--- src/rtl/clcg_word_packer.sv ---
// rtl/clcg_word_packer.sv - serial-to-parallel packer for the dual-CLCG bit stream
// Newest bit lands in the LSB; one-word output slot plus packing register buffer up to 2N bits.
module clcg_word_packer #(
  parameter int N    = 4,
  parameter int SKIP = 0
) (
  input  logic         clk,
  input  logic         rst,
  input  logic         bit_in,
  input  logic         bit_valid,
  output logic         bit_ready,
  output logic [N-1:0] word_out,
  output logic         word_valid,
  input  logic         word_ready
);

  localparam int CW = $clog2(N + 1);
  localparam int SW = (SKIP < 1) ? 1 : $clog2(SKIP + 1);
  localparam logic [CW-1:0] C_FULL = CW'(N);
  localparam logic [CW-1:0] C_LAST = CW'(N - 1);
  localparam logic [SW-1:0] C_SKIP = SW'(SKIP);

  logic [N-1:0]  r_sr;
  logic [CW-1:0] r_cnt;
  logic [SW-1:0] r_skip;
  logic [N-1:0]  r_word_out;
  logic          r_word_valid;

  logic          w_hold;
  logic          w_accept;
  logic          w_slot_free;
  logic          w_pop;
  logic [N-1:0]  w_next_sr;

  // bit_ready depends on registered cnt only, so no input reaches it combinationally.
  assign w_hold      = (r_cnt == C_FULL);
  assign bit_ready   = !w_hold;
  assign w_accept    = bit_valid && !w_hold;
  assign w_slot_free = !r_word_valid || word_ready;
  assign w_pop       = r_word_valid && word_ready;
  assign w_next_sr   = {r_sr[N-2:0], bit_in};

  assign word_out    = r_word_out;
  assign word_valid  = r_word_valid;

  always_ff @(posedge clk) begin
    if (rst) begin
      r_sr         <= '0;
      r_cnt        <= '0;
      r_skip       <= C_SKIP;
      r_word_out   <= '0;
      r_word_valid <= 1'b0;
    end else begin
      // A pop clears the slot unless a transfer below refills it in the same cycle.
      if (w_pop) begin
        r_word_valid <= 1'b0;
      end

      if (w_hold) begin
        if (w_slot_free) begin
          r_word_out   <= r_sr;
          r_word_valid <= 1'b1;
          r_cnt        <= '0;
        end
      end else if (w_accept) begin
        if (r_skip != '0) begin
          r_skip <= r_skip - 1'b1;
        end else if (r_cnt == C_LAST) begin
          if (w_slot_free) begin
            r_word_out   <= w_next_sr;
            r_word_valid <= 1'b1;
            r_cnt        <= '0;
          end else begin
            r_sr  <= w_next_sr;
            r_cnt <= C_FULL;
          end
        end else begin
          r_sr  <= w_next_sr;
          r_cnt <= r_cnt + 1'b1;
        end
      end
    end
  end

endmodule

--- config.mk ---
export PLATFORM = sky130hd
export DESIGN_NAME = clcg_word_packer
export DESIGN_NICKNAME = d
export VERILOG_FILES = /design/src/rtl/clcg_word_packer.sv
export SDC_FILE = /design/constraint.sdc
export NUM_CORES = 1
export LEC_CHECK = 0
export CORE_AREA = 3 3 40 42
export DETAILED_ROUTE_END_ITERATION = 8
export DIE_AREA = 0 0 43 45
export PLACE_DENSITY = 0.73
export SLEW_MARGIN = 20
export SYNTH_ARGS = -nofsm -noshare
export SYNTH_HDL_FRONTEND = slang
export SYNTH_SLANG_ARGS = --single-unit
export TNS_END_PERCENT = 1
--- constraint.sdc ---
create_clock -name clk -period 3.8 [get_ports clk]
set_input_delay 0.76 -clock clk [delete_from_list [all_inputs] [get_ports clk]]
set_output_delay 0.76 -clock clk [all_outputs]
set_load 0.005 [all_outputs]
==> flow_summary.ini <==
[sta]
fin_hold_ws_ns = 0.4647
setup_tns_ns = 0
worst_slew_pin_slew_ns = 0.5339
finClkSkew_ns = 0.002954
slew_viol_final = 0
final.setup.worst_slack_ns = 1.356
setup_viol = 0
rsz0062_at_grt = no
layout_min_cycle_time_ns = 2.444
max_freq_ghz = 0.4091
maxSlewHeadroom_pct = 64.29
final_hold_viol_count = 0
period_share_pct = 64.32

[finish]
mostFrequentLayoutCell = dfxtp_1
ff_latch_area_um2 = 240.2
nets = 84
drive_gt1_share_pct = 19.74
mostFrequentLayoutCells = dfxtp_1 (12), clkdlybuf4s50_1 (10), nand2b_1 (8)
multiInputGateArea_um2 = 345.3
syn2layout_area_growth_pct = 21.46
antennaDiodeCount = 0
fillers = 122

[clock_network]
cts_root_buf = clkbuf_4
postCtsSetupBuffers = 0
cts_resized = 0
clkLatencyLatePin_ns = 0.27
cts_buffer_depth = 2
cts.clk_slew.worst_paths_ns = 0.07
cts.sinks = 12
cts_buffers = 3
cts_tree = built
cts_hold_buf = 0
htreeDepth = 1

[synth]
synth_compound_area_share_pct = 25.00
syn-cell-area_um2 = 635.6
yosys_warnings = 0
syn_avg_cell_area_um2 = 9.931
syn_nets = 71
synthAdderAreaFrac_pct = 3.937
ys_ff_latch = 12
netlist_instances = 64
synth-simple-area-share_pct = 17.52
ys_seq_area_share_pct = 37.80
synth_top_family_by_area = compound AO/OA/AOI/OAI gates
muxShareOfSynthArea_pct = 7.874
synth_xor_area_share_pct = 0
synth_cell_types = 23

[job]
drv_cap = 0

[worst_setup_path]
cp_top_family = buffers and inverters
cp.arrival_ns = 1.68
cpPeakStageDelay_ns = 0.49
worst_setup_path_end_kind = output pin
slowest_stage = clkdlybuf4s50_1
crit_fanout = 8
path_buf_inv = 3
startpoint_type = flop
path_cells = inv_1 -> ha_1 -> and2_4 -> inv_6 -> clkdlybuf4s50_1
worstSetupPathType = reg2out
worstPathRequired_ns = 3.04

[detailed_routing]
wl_um = 1080
drc = 0
firstDrtPassIters = 4
route.antenna.remaining_nets = 0
drt_iter0_drc = 8
post_drt_wl_per_cell_um = 11.87
via_per_inst = 5.253
vias = 478

[die]
start_util_pct = 49.46
fp.dieArea_mm2 = 0.001935
die_w_um = 43
std_cell_rows = 13
coreArea_mm2 = 0.001285
die_height_um = 45
ios = 11

[min_path]
min_path_type = reg2reg

[placement]
post-place-ws_ns = 1.605
place_hpwl_um = 832.9
portBuffers = 10
routabilityCongestion = 0.6511

[global_routing]
grt_max_degree = 16
grt_pass1_vias = 435
grt_pass1_wl_um = 1814
overflow = 0
grtUsageTotal_pct = 12.73
antenna_found_initial = 0

[pwr]
ir_worst_vdd_mv = 0.2785
p_per_area_mw_per_mm2 = 333.6
p_leak_nw = 0.2715

[run_status]
status = finished, final reports clean
stage by stage:
step | area [um2] | power, W | cells | util, %
4_1_cts | 772.0 | 0.0002628 | 91 | 60.08
3_5_place_dp | 735.7 | 0.0001616 | 87 | 57.25
5_1_grt | 772.0 | 0.0002705 | 91 | 60.08
2_1_floorplan | 635.6 | 0.0001517 | 64 | -
6_report | 772.0 | 0.0002576 | 91 | 60.08
3_3_place_gp | 735.7 | 0.0001610 | 87 | 57.25
per-layer routing:
layer	track usage (%)	vias up	share of wire [%]
li1	-	253	-
met1	16.67	213	50
met2	18.86	12	43
met3	7.171	0	6.5
met4	1.807	0	0
met5	0	-	0
power by group:
part	switching, W	total, W	internal, W	leakage [nW]
clock network	0.0000407	0.0000989	0.0000583	0.0210
logic	0.0000117	0.0000259	0.0000143	0.153
registers	0.00000288	0.000133	0.000130	0.0974
worst paths after layout:
kind	start	end	slack [ns]	cells past startpoint
worst max-delay path	r_cnt[0]$_SDFFE_PP0P_	bit_ready	1.36	5
worst min-delay path	word_out[2]$_SDFFE_PP0P_	word_out[2]$_SDFFE_PP0P_	0.46	2
worst max register to register	r_cnt[0]$_SDFFE_PP0P_	r_cnt[0]$_SDFFE_PP0P_	2.28	5
worst min register to register	word_out[2]$_SDFFE_PP0P_	word_out[2]$_SDFFE_PP0P_	0.46	2
cells by family (layout without fill, tap and decap cells):
| logic type | Yosys count | in the layout |
|---|---|---|
| mux | 5 | 5 |
| buf+inv | 9 | 21 |
| fa+ha+maj | 2 | 2 |
| simple gates | 17 | 17 |
| compound gates | 19 | 19 |
| flops | 12 | 12 |
sequential cells by signal (all words and copies together), names as in the netlist:
name / flops
r_sr: 4
word_valid: 1
word_out: 4
r_cnt: 3
worst min-delay path: stages (launching register included):
cell	delay, ns
dfxtp_1	0.31
inv_1	0.06
a221oi_2	0.05
final cells by class:
class                           instances  share of cell area [%]
Multi-Input combinational cell         43                   44.73
Timing Repair Buffer                   10                   12.97
Clock buffer                            4                   4.700
Tap cell                               15                   2.431
Sequential cell                        12                   31.12
Inverter                                7                   4.052
Yosys cell counts:
master / n / share of area, %
buf_1: 1 / 0.59
nand2_1: 2 / 1.2
a21o_4: 1 / 2.4
nand2b_1: 8 / 7.9
and2_4: 1 / 1.4
buf_8: 1 / 2.4
and2b_2: 1 / 1.4
dfxtp_1: 12 / 38
nand3b_1: 2 / 2.4
inv_6: 1 / 1.4
mux2i_1: 5 / 7.9
or3_2: 1 / 1.2
a31oi_1: 2 / 2.0
o21ai_0: 5 / 3.9
ha_1: 2 / 3.9
or4_1: 1 / 1.2
a21oi_2: 1 / 1.4
inv_1: 6 / 3.5
o31ai_1: 1 / 1.2
a221oi_2: 4 / 9.4
nor2b_1: 1 / 0.98
a21bo_2: 1 / 1.6
a21oi_1: 4 / 3.1
Power figures use the tool's default switching activity.
